**src/rtl/multicycle_control_pkg.sv**
```systemverilog
// Shared types and constants for the multi-cycle sequencer and its control decoder.
package multicycle_control_pkg;

  typedef enum logic [2:0] {
    S_IDLE   = 3'd0,
    S_FETCH  = 3'd1,
    S_DECODE = 3'd2,
    S_EXEC   = 3'd3,
    S_MEM    = 3'd4,
    S_WB     = 3'd5,
    S_HALT   = 3'd6
  } state_e;

  localparam logic [1:0] OP_ADD = 2'b00;
  localparam logic [1:0] OP_LW  = 2'b01;
  localparam logic [1:0] OP_SW  = 2'b10;
  localparam logic [1:0] OP_JMP = 2'b11;

  localparam int OP_MSB  = 7;
  localparam int OP_LSB  = 6;
  localparam int RS_MSB  = 5;
  localparam int RS_LSB  = 4;
  localparam int RT_MSB  = 3;
  localparam int RT_LSB  = 2;
  localparam int IMM_MSB = 1;
  localparam int IMM_LSB = 0;

  // jmp to itself: the only way a program can stop
  localparam logic [1:0] IMM_SELF = 2'b11;

  function automatic logic [1:0] opcode_of(input logic [7:0] ir);
    return ir[OP_MSB:OP_LSB];
  endfunction

  function automatic logic [1:0] imm_of(input logic [7:0] ir);
    return ir[IMM_MSB:IMM_LSB];
  endfunction

endpackage

```
**src/rtl/multicycle_control_decode.sv**
```systemverilog
// Combinational map from {state, opcode, imm} to the datapath select/enable lines.
module control_decode
  import multicycle_control_pkg::*;
(
  input  state_e     state_i,
  input  logic [1:0] op_i,
  input  logic [1:0] imm_i,
  output logic       branch_o,
  output logic       mem_read_o,
  output logic       mem_write_o,
  output logic       mem_to_reg_o,
  output logic       alu_op_o,
  output logic       alu_src_o,
  output logic       reg_write_o,
  output logic       reg_dst_o
);

  logic in_dp, is_ls;

  always_comb begin
    in_dp        = (state_i == S_EXEC) || (state_i == S_MEM) || (state_i == S_WB);
    is_ls        = (op_i == OP_LW) || (op_i == OP_SW);
    alu_op_o     = in_dp && (op_i != OP_JMP);
    alu_src_o    = in_dp && is_ls;
    branch_o     = (state_i == S_EXEC) && (op_i == OP_JMP) && (imm_i != IMM_SELF);
    mem_read_o   = (state_i == S_MEM) && (op_i == OP_LW);
    mem_write_o  = (state_i == S_MEM) && (op_i == OP_SW);
    reg_write_o  = (state_i == S_WB);
    reg_dst_o    = (state_i == S_WB) && (op_i == OP_ADD);
    mem_to_reg_o = (state_i == S_WB) && (op_i == OP_LW);
  end

endmodule

```
**src/rtl/multicycle_control.sv**
```systemverilog
// Multi-cycle sequencer: instruction fetch handshake, per-state datapath control,
// sticky loop/overflow flags and a retired-instruction counter.
module multicycle_control
  import multicycle_control_pkg::*;
#(
  parameter int RETIRE_W = 8
) (
  input  logic                clk,
  input  logic                reset,
  input  logic [7:0]          instruction,
  input  logic                instrValid,
  input  logic                memReady,
  input  logic                aluOverflow,
  output logic                instrReq,
  output logic [7:0]          irOut,
  output logic                sigPcInc,
  output logic                sigBranch,
  output logic                sigMemRead,
  output logic                sigMemWrite,
  output logic                sigMemtoReg,
  output logic                sigALUOp,
  output logic                sigALUSrc,
  output logic                sigRegWrite,
  output logic                sigRegDst,
  output logic [2:0]          state,
  output logic [RETIRE_W-1:0] retired,
  output logic [1:0]          flags
);

  state_e              state_q;
  logic [7:0]          ir_q;
  logic [RETIRE_W-1:0] retired_q;
  logic [1:0]          flags_q;
  logic [1:0]          op;

  assign op = opcode_of(ir_q);

  always_ff @(posedge clk or posedge reset) begin
    if (reset) begin
      state_q   <= S_IDLE;
      ir_q      <= 8'h00;
      retired_q <= '0;
      flags_q   <= 2'b00;
    end else begin
      case (state_q)
        S_IDLE:   state_q <= S_FETCH;
        S_FETCH: if (instrValid) begin
          ir_q    <= instruction;
          state_q <= S_DECODE;
        end
        S_DECODE: state_q <= S_EXEC;
        S_EXEC: begin
          case (op)
            OP_ADD: begin
              if (aluOverflow) flags_q[1] <= 1'b1;
              state_q <= S_WB;
            end
            OP_LW, OP_SW: state_q <= S_MEM;
            default: begin
              // a jmp retires in EXEC, including the self-loop that halts
              retired_q <= retired_q + 1'b1;
              if (imm_of(ir_q) == IMM_SELF) begin
                flags_q[0] <= 1'b1;
                state_q    <= S_HALT;
              end else begin
                state_q <= S_FETCH;
              end
            end
          endcase
        end
        S_MEM: if (memReady) begin
          if (op == OP_LW) begin
            state_q <= S_WB;
          end else begin
            retired_q <= retired_q + 1'b1;
            state_q   <= S_FETCH;
          end
        end
        S_WB: begin
          retired_q <= retired_q + 1'b1;
          state_q   <= S_FETCH;
        end
        S_HALT:   state_q <= S_HALT;
        default:  state_q <= S_IDLE;
      endcase
    end
  end

  control_decode u_decode (
    .state_i      (state_q),
    .op_i         (op),
    .imm_i        (imm_of(ir_q)),
    .branch_o     (sigBranch),
    .mem_read_o   (sigMemRead),
    .mem_write_o  (sigMemWrite),
    .mem_to_reg_o (sigMemtoReg),
    .alu_op_o     (sigALUOp),
    .alu_src_o    (sigALUSrc),
    .reg_write_o  (sigRegWrite),
    .reg_dst_o    (sigRegDst)
  );

  // PC steps on the same edge that captures IR, so the pulse is qualified by the handshake
  assign sigPcInc = (state_q == S_FETCH) && instrValid;
  assign instrReq = (state_q == S_FETCH);
  assign irOut    = ir_q;
  assign state    = state_q;
  assign retired  = retired_q;
  assign flags    = flags_q;

endmodule

```
**config.mk**
```make
export PLATFORM = sky130hd
export DESIGN_NAME = multicycle_control
export DESIGN_NICKNAME = d
export VERILOG_FILES = /design/src/rtl/multicycle_control_pkg.sv /design/src/rtl/multicycle_control_decode.sv /design/src/rtl/multicycle_control.sv
export SDC_FILE = /design/constraint.sdc
export NUM_CORES = 1
export LEC_CHECK = 0
export ABC_AREA = 1
export BUFFER_PORTS_ARGS = -buffer_cell sky130_fd_sc_hd__buf_2
export CAP_MARGIN = 20
export CORE_ASPECT_RATIO = 0.8
export CORE_UTILIZATION = 40
export CTS_CLUSTER_SIZE = 30
export DETAILED_ROUTE_END_ITERATION = 10
export PLACE_DENSITY = 0.66
export SYNTH_ARGS = -nofsm -noshare
export SYNTH_HDL_FRONTEND = slang
export SYNTH_SLANG_ARGS = --single-unit
```
**constraint.sdc**
```tcl
create_clock -name clk -period 1.3 [get_ports clk]
set_input_delay 0.325 -clock clk [delete_from_list [all_inputs] [get_ports clk]]
set_output_delay 0.325 -clock clk [all_outputs]
set_load 0.01 [all_outputs]
```
---- After elaboration in Yosys (flattened, before gate mapping) ----
Cells that the tools add are included.
operators by class
  add/subtract/negate cells ............... 1
  equal/unequal tests ..................... 16
  multiplexer cells ....................... 10
  bitwise logic cells ..................... 1
  reduce and logical (&&, ||, !) cells .... 23
operators with widths
  operator               number
  $mux W8                3
  $pmux W8 S3            1
  $pmux W3 S6            1
  $mux W3                4
  $ne A2 B2 Y1 const B   6
  $eq A3 B3 Y1 const B   3
  $logic_and A1 B1 Y1    9
  $add A8 B1 Y8 const B  1
  $eq A2 B2 Y1 const B   3
  $eq A3 B2 Y1 const B   2
  $pmux W3 S2            1
  $reduce_and A3 Y1      2
  $reduce_and A2 Y1      2
  $reduce_and A4 Y1      1
  $reduce_or A2 Y1       2
  $eq A3 B1 Y1 const B   1
  $logic_not A3 Y1       1
  $logic_or A1 B1 Y1     3
  $reduce_bool A3 Y1     1
  $reduce_or A3 Y1       1
  $eq A2 B1 Y1 const B   1
  $logic_not A2 Y1       1
  $not A1 Y1             1
word-level totals
  bits in registers ....................... 21
  input port bits ......................... 13
  output and inout bits ................... 31
  logic and storage cells ................. 56

---- Longest topological paths before layout ----
Gate-level depths: netlist of run 1.
  depth in word-level cells ............... 4
  gate-level depth with buffers ........... 8
  mapped depth without buffers ............ 8

---- Hierarchy ----
From an unflattened synthesis of run 1, not the netlist that was laid out.
unflattened totals
  cells, all modules ...................... 186
  area total of the unflattened synthesis .. 1306.3 um2
by module, submodules not included
  module              instances  cells an instance  area an instance (um2)  seq. area each (um2)
  multicycle_control  1          159                1159.9                  525.5
  control_decode      1          27                 146.4                   0.0

---- Worst setup path after synthesis of run 1 ----
OpenSTA, ideal clock, no wires.
  path kind ............................... reg-to-output
  start ................................... register state_q[1] (netlist: state[1])
  end ..................................... output port sigMemtoReg
  arrival time ............................ 1.072 ns
  required time ........................... 0.975 ns
  setup slack ............................. -0.097 ns
  cell stages (with the launch flop) ...... 6
  path buffers ............................ 0
  cell sequence ........................... dfrtp_1 inv_1 nand2_1 nor2_1 inv_1 nor2_1
between the ends
  word-level cells in the longest chain between the ends .. 2
RTL lines
  element                 RTL line                         RTL
  from (decl)             multicycle_control.sv:30         state_e state_q;
  from (signal assigned)  multicycle_control.sv:40         state_q <= S_IDLE;
  from (signal assigned)  multicycle_control.sv:46         S_IDLE: state_q <= S_FETCH;
  from (signal assigned)  multicycle_control.sv:49         state_q <= S_DECODE;
  $eq A3 B3 Y1            --
  named net sigRegWrite   multicycle_control.sv:23         output logic sigRegWrite,
  $logic_and A1 B1 Y1     multicycle_control_decode.sv:30  mem_to_reg_o = (state_i == S_WB) && (op_i == OP_LW);
  to (decl)               multicycle_control.sv:20         output logic sigMemtoReg,
The timed path passes the listed nets, and every way through them passes these cells.

---- Worst setup path in the final report of run 1 ----
  start ................................... register ir_q[6] (netlist: irOut[6])
  end ..................................... output port sigBranch
between the ends
  word-level cells in the longest chain between the ends .. 3
RTL lines
  element                            RTL line                         RTL
  from (decl)                        multicycle_control.sv:31         logic [7:0] ir_q;
  from (signal assigned)             multicycle_control.sv:48         ir_q <= instruction;
  $eq A2 B2 Y1                       multicycle_control_decode.sv:25  branch_o = (state_i == S_EXEC) && (op_i == OP_JMP) && (imm_i != IMM_SELF);
  $logic_and A1 B1 Y1 (2 in series)  multicycle_control_decode.sv:25
  to (decl)                          multicycle_control.sv:17         output logic sigBranch,
Every way passes these cells.

==> metrics.csv, run 1 <==
stage,metric,value,unit
setup_path,slowest_delay,0.47,ns
setup_path,required,0.98,ns
setup_path,rr_startpoint,state[0],
synth,synthDominantCellAreaShare,0.4325,
route,first_pass_iters,4,
global_route,antenna_found_initial,0,
timing,fmax,618.9,MHz
outcome,violations,negative setup slack,
synth,ys_ff_latch,21,
clock_network,clk_path_buf_depth,2,
clock_network,cts-buffers-inserted,3,
timing,fin_hold_ws,0.08480,ns
setup_path,crit_type,reg2out,
finish,stdcell_count,269,
synth,synthTopCellsByArea,"dfrtp_1 (43%), nand2_1 (21%), inv_1 (6.8%), ha_1 (5.1%), nor2_1 (4.6%)",
synth,synth_nets,184,
timing,drv_slew,0,
floorplan,start_util,0.4295,
power_and_ir_drop,intPower,2.207,mW
power_and_ir_drop,power_density,2206,mW/mm2
outcome,status,"finished, violations left",
synth,yosys.area.top_type,dfrtp_1,
route,vias,1270,
floorplan,ios,44,
place,port_buffers,43,
finish,area_growth,49.95,%
hold_path,min_path_type,in2async,
setup_path,slowest_stage,dfrtp_2,
global_route,grt-ovfl-total,0,
clock_network,cts-root-buf,clkbuf_8,
global_route,grt_pass1_wl,5188,um
clock_network,clock_sinks,21,
synth,synthCells,166,
place,pre_cts_ws,-0.06947,ns
global_route,grt_pass1_vias,1174,
place,dp.cells,255,
route,drt_wl_total,3201,um
route,drt-initial-drc-count,109,
place,gp_congestion,0.8898,
floorplan,fp.dieH,51.30,um
finish,fin_nets,250,
power_and_ir_drop,pwr-share-clk,0.107,
route,drc_errors,0,
clock_network,htreeDepth,1,
setup_path,startpoint,irOut[6],
global_route,grt_usage,0.2049,
timing,tns,-3.164,ns
setup_path,cp.arrival,1.29,ns
route,viasPerCell,4.721,
timing,finalHoldViolCount,0,
timing,clock-skew-final,0.003244,ns
timing,rsz0062_at_grt,true,
timing,tightest_slew,0.2776,ns
floorplan,row_count,17,
route,avgRoutedWirePerCell,11.90,um
setup_path,worstSetupEndpointType,primary output,
power_and_ir_drop,power_frac_comb,0.587,
power_and_ir_drop,p_seq_frac,0.306,
route,ant_nets,0,
floorplan,dieArea,0.003263,mm2
timing,finalSetupViolations,19,
timing,period_needed,1.616,ns
finish,final_common_cell,nand2_1,
setup_path,worstPathCellList,"ha_4, nand2_4, nor2_1, buf_2",
synth,syn_avg_cell_area,7.319,um2
power_and_ir_drop,p_sw,1.811,mW
finish,nFillCells,245,
clock_network,cts_tree,yes,
synth,synth-warning-count,0,
finish,antenna_cells,0,
job,maxCapViolations,0,
timing,max-slew-margin-rel,0.8149,
floorplan,core_area,0.002829,mm2
clock_network,clk_latency,0.26,ns
clock_network,holdBufCountCts,0,
floorplan,fp.dieW,63.62,um
clock_network,path_clk_slew,0.08,ns
finish,drive_above_1_share,0.4762,
setup_path,start_kind,flop,
synth,yosysSeqAreaShare,0.4325,
power_and_ir_drop,leakagePower,1.049,nW
power_and_ir_drop,p_sw_frac,0.4508,
power_and_ir_drop,irDropWorstVdd,1.410,mV
synth,synth.distinct_cells,23,
timing,fin_ws,-0.3157,ns
global_route,grt_max_degree,22,
finish,final_cell_mix,"nand2_1 (65), buf_2 (38), buf_4 (17)",
setup_path,critPathMaxFanout,4,
synth,syn_area,0.001215,mm2
timing,fin_crit_sh,1.243,
place,detailed_place_hpwl,2162,um
-- metrics by stage --
stage          utilization  power (mW)  cell area [um2]
3_5_place_dp        0.5467       2.971             1546
5_1_grt             0.6440       4.328             1822
3_3_place_gp        0.5467       2.908             1546
6_report            0.6440       4.018             1822
2_1_floorplan            -       2.276             1227
4_1_cts             0.6174       3.781             1747
-- worst max-delay path, delay by kind of cell (launching register included) --
kind	cells	cell delay, ns
flip-flops	1	0.47
buffers and inverters	1	0.15
AND/OR/NAND/NOR	2	0.21
adder cells (fa/ha/maj)	1	0.20
-- sequential cells by signal, summed over array words and instances (netlist names) --
signal	cells
flags	2
irOut	8
retired	8
state	3
-- cell families after synthesis --
kind of cell | Yosys count | synth area share
fa+ha+maj | 5 | 0.05149
buf+inv | 28 | 0.09269
compound gates | 5 | 0.02986
xor+xnor | 3 | 0.02163
flops | 21 | 0.4325
simple gates | 104 | 0.3718
-- cell usage after synthesis (all sizes together) --
cell,number
a21oi,1
a31o,1
and3,1
buf,1
dfrtp,21
ha,5
inv,27
nand2,73
nand3,10
nand3b,1
nand4,1
nor2,16
nor3,1
o21ai,3
or2,1
xnor2,2
xor2,1
-- what timing repair did --
item | CTS | global route
pin swaps | 7 | 6
gates cloned | 0 | 0
setup buffers | 6 | 5
resized for setup | 28 | 12
setup endpoints to repair | 19 | 31
-- path summary, 6_finish.rpt --
check | endpoint | slack (ns) | cells past startpoint
max | sigBranch | -0.32 | 4
min | retired[2] | 0.08 | 3
max reg2reg | retired[1] | -0.05 | 8
min reg2reg | flags[0] | 0.47 | 1
max in group asynchronous | irOut[6] | 0.98 | 3
min in group clk | irOut[2] | 0.26 | 3
-- layer usage --
layer	share of wire	global-route usage	vias up
li1	-	-	628
met1	0.43	0.2799	597
met2	0.51	0.3404	37
met3	0.037	0.02679	8
met4	0.022	0.05682	0
met5	0	0	-
-- power by group through the flow --
| stage | clock network (mW) | logic (mW) | registers [mW] |
|---|---|---|---|
| 3_5_place_dp | 0 | 1.82 | 1.15 |
| 4_1_cts | 0.438 | 2.15 | 1.19 |
| 3_3_place_gp | 0 | 1.78 | 1.13 |
| 5_1_grt | 0.468 | 2.59 | 1.27 |
| 6_report | 0.429 | 2.36 | 1.23 |
| 2_1_floorplan | 0 | 1.04 | 1.24 |
-- area by class of cell --
class                      instances  area [um2]  area share
clock buffer                       3       41.29     0.02266
inverter                          27       108.9     0.05975
multi-input combinational        117       690.7      0.3791
sequential                        21       531.8      0.2919
timing repair buffer              62       396.6      0.2177
clock inverter                     1       5.005    0.002747
tap                               38       47.55     0.02610
Power figures use the tool's default switching activity.
==> run 2, diff against run 1 <==
--- a/config.mk
+++ b/config.mk
@@ -5,14 +5,13 @@
 export SDC_FILE = /design/constraint.sdc
 export NUM_CORES = 1
 export LEC_CHECK = 0
-export ABC_AREA = 1
 export BUFFER_PORTS_ARGS = -buffer_cell sky130_fd_sc_hd__buf_2
 export CAP_MARGIN = 20
 export CORE_ASPECT_RATIO = 0.8
 export CORE_UTILIZATION = 40
 export CTS_CLUSTER_SIZE = 30
 export DETAILED_ROUTE_END_ITERATION = 10
-export PLACE_DENSITY = 0.66
+export PLACE_DENSITY = 0.67
 export SYNTH_ARGS = -nofsm -noshare
 export SYNTH_HDL_FRONTEND = slang
 export SYNTH_SLANG_ARGS = --single-unit
==> run 2 against run 1 <==
Against the previous run: the run still ends with negative setup slack left; critical path depth grew 1; flip-flop and latch count unchanged; global-route usage up 2.1 points; clock power is 24% lower; fmax is 5.1% lower; worst setup slack got worse by 0.087 ns; routed wire length down 4.3%; worst hold slack got worse by 0.062 ns; via count is 19% lower; critical endpoint is now sigMemtoReg; largest power group unchanged.
==> metrics.csv, run 2 <==
stage,metric,value,unit
setup_path,cp-endpoint,sigMemtoReg,
setup_path,startpoint,state[2],
setup_path,cp.arrival,1.38,ns
setup_path,worstSetupEndpointType,primary output,
place,place_area,0.001670,mm2
synth,yosys.area.top_type,dfrtp_1,
route,viasPerCell,4.791,
finish,final_common_cell,buf_2,
timing,finalHoldViolCount,0,
synth,syn_area,0.001151,mm2
timing,tightest_slew,0.2711,ns
finish,antenna_cells,0,
finish,fin_nets,196,
floorplan,fp.dieH,49.98,um
clock_network,cts_tree,yes,
finish,final_cell_mix,"buf_2 (32), buf_6 (28), buf_4 (21)",
route,first_pass_iters,4,
floorplan,dieArea,0.003098,mm2
clock_network,clk_path_buf_depth,2,
synth,yosysMostFrequentCell,dfrtp_1,
setup_path,regToRegEndpoint,retired[3],
timing,drv_slew,0,
synth,synth_compound_area_frac,0.1141,
clock_network,htreeDepth,1,
timing,clock-skew-final,0.01236,ns
timing,max-slew-margin-rel,0.8192,
global_route,grt-ovfl-total,0,
synth,synth_simple_gate_area_frac,0.1859,
global_route,antenna_found_initial,0,
place,port_buffers,43,
synth,syn_avg_cell_area,12.25,um2
finish,area_growth,83.04,%
synth,synth-warning-count,0,
power_and_ir_drop,leakagePower,0.9877,nW
hold_path,min_path_type,in2async,
floorplan,start_util,0.4195,
clock_network,cts-root-buf,clkbuf_4,
power_and_ir_drop,p_seq_frac,0.259,
synth,synth.distinct_cells,33,
synth,synth_nets,112,
synth,synthMuxAreaShare,0.08804,
finish,nFillCells,160,
synth,synth_xor_area_frac,0.05326,
clock_network,clock_sinks,21,
timing,fin_crit_sh,1.309,
job,maxCapViolations,0,
timing,fin_ws,-0.4022,ns
setup_path,rr_startpoint,state[1],
synth,synth_adder_area_share,0.05435,
setup_path,critPathMaxFanout,6,
setup_path,reg2regPathDepth,6,
timing,rsz0062_at_grt,true,
route,ant_nets,0,
outcome,status,"finished, violations left",
synth,synthTopCellsByArea,"dfrtp_1 (46%), mux2_2 (7.8%), ha_1 (5.4%), xor2_1 (5.3%), nand3_1 (3.0%)",
timing,finalSetupViolations,33,
route,drc_errors,0,
setup_path,crit_type,reg2out,
place,detailed_place_hpwl,1928,um
power_and_ir_drop,intPower,3.342,mW
floorplan,core_area,0.002744,mm2
clock_network,holdBufCountCts,0,
synth,synthArstFlopShare,1.000,
route,drt_wl_total,3064,um
floorplan,ios,44,
global_route,grt_pass1_vias,1022,
power_and_ir_drop,p_sw,2.135,mW
power_and_ir_drop,pwr-share-clk,0.059,
timing,fmax,587.5,MHz
synth,synth-edff-count,0,
route,avgRoutedWirePerCell,14.25,um
route,drt-initial-drc-count,39,
clock_network,cts-buffers-inserted,3,
global_route,grt_max_degree,22,
power_and_ir_drop,p_sw_frac,0.3897,
synth,synth_flop_cell,dfrtp_1,
setup_path,required,0.98,ns
place,gp_congestion,0.7655,
clock_network,path_clk_slew,0.12,ns
synth,yosysSeqAreaShare,0.4565,
power_and_ir_drop,power_frac_comb,0.682,
synth,synth_common_cells,"dfrtp_1 (21), mux2_2 (8), nand3_1 (7), xor2_1 (7), inv_1 (6)",
route,vias,1030,
global_route,grt_pass1_wl,4926,um
outcome,violations,negative setup slack,
clock_network,clk_latency,0.32,ns
finish,fin_util,0.7679,
timing,period_needed,1.702,ns
floorplan,row_count,17,
finish,fin_area,0.002107,mm2
synth,ys_ff_latch,21,
power_and_ir_drop,irDropWorstVdd,1.358,mV
floorplan,fp.dieW,61.98,um
power_and_ir_drop,power_density,2599,mW/mm2
setup_path,rrSetupSlack,-0.33,ns
synth,synthCells,94,
setup_path,start_kind,flop,
global_route,grt_usage,0.2254,
synth,synth_top_family_by_area,simple AND/OR/NAND/NOR gates,
finish,drive_above_1_share,0.7345,
synth,synthDominantCellAreaShare,0.4565,
## run 2: cell count changes in the layout (fill, tap and decap cells not counted), moves of 6 or more
cell,previous run,this run
buf_2,38,32
buf_6,7,28
xor2_1,1,7
nor2_1,9,1
mux2_4,0,9
nand2_1,65,2
inv_1,16,4
inv_2,8,1
## run 2: power groups by stage
stage	clock network (mW)	registers (mW)	logic [mW]
finish	0.325	1.42	3.73
global route	0.377	1.47	4.02
CTS	0.331	1.41	3.44
detailed placement	0	1.37	2.64
global placement	0	1.36	2.60
floorplan	0	1.46	1.57
## run 2: worst min-delay path by stage
| stage | startpoint | to | slack (ns) | depth (start not counted) |
|---|---|---|---|---|
| after CTS | reset | retired[7] | 0.03 | 3 |
| after floorplan | reset | flags[0] | 0.30 | 1 |
| after global routing | reset | retired[7] | 0.02 | 3 |
| final | reset | retired[7] | 0.02 | 3 |
| after detailed placement | reset | irOut[2] | 0.39 | 3 |
| after global placement | reset | irOut[5] | 0.37 | 3 |
## run 2: layout make-up
| cell class | count | area (um2) | area share |
|---|---|---|---|
| Sequential cell | 21 | 535.5 | 0.2542 |
| Timing Repair Buffer | 83 | 675.6 | 0.3207 |
| Inverter | 6 | 25.02 | 0.01188 |
| Tap cell | 38 | 47.55 | 0.02257 |
| Multi-Input combinational cell | 63 | 797.0 | 0.3783 |
| Clock buffer | 4 | 26.28 | 0.01247 |
## run 2: worst max-delay path, stage by stage (launching register included)
cell and delay [ns]:
dfrtp_2 0.46, buf_4 0.16, nand3b_4 0.07, inv_1 0.07, and2_1 0.16, buf_2 0.13
## run 2: kinds of logic after synthesis
logic type / after synthesis
flops: 21
simple gates: 25
xor+xnor: 7
compound gates: 17
fa+ha+maj: 5
buf+inv: 10
mux: 9
## run 2: repair_timing
| item | in CTS | in global routing |
|---|---|---|
| endpoints found under the hold margin | 0 | 0 |
| resized for setup | 40 | 16 |
| gates cloned | 1 | 0 |
| setup buffers | 13 | 10 |
| setup endpoints to repair | 35 | 39 |
| pin swaps | 7 | 6 |
## run 2: per-stage QoR
step                      setup WS (ns)  cells  hold WS (ns)  power (mW)  setup TNS [ns]
after floorplan                 -0.1521     94        0.3014       3.023          -1.863
after global routing            -0.4867    215       0.02118       5.868          -10.33
final                           -0.4022    215       0.02320       5.477          -8.374
after global placement          -0.1457    190        0.3695       3.956          -2.273
after CTS                       -0.4206    207       0.03250       5.175          -8.123
after detailed placement        -0.1789    190        0.3857       4.006          -2.648
## run 2: routing by layer
metal / part of all wire / vias to the layer above / track usage
li1: - / 501 / -
met1: 0.45 / 494 / 0.2944
met2: 0.50 / 31 / 0.3635
met3: 0.043 / 4 / 0.06037
met4: 0.0072 / 0 / 0.05556
met5: 0 / - / 0
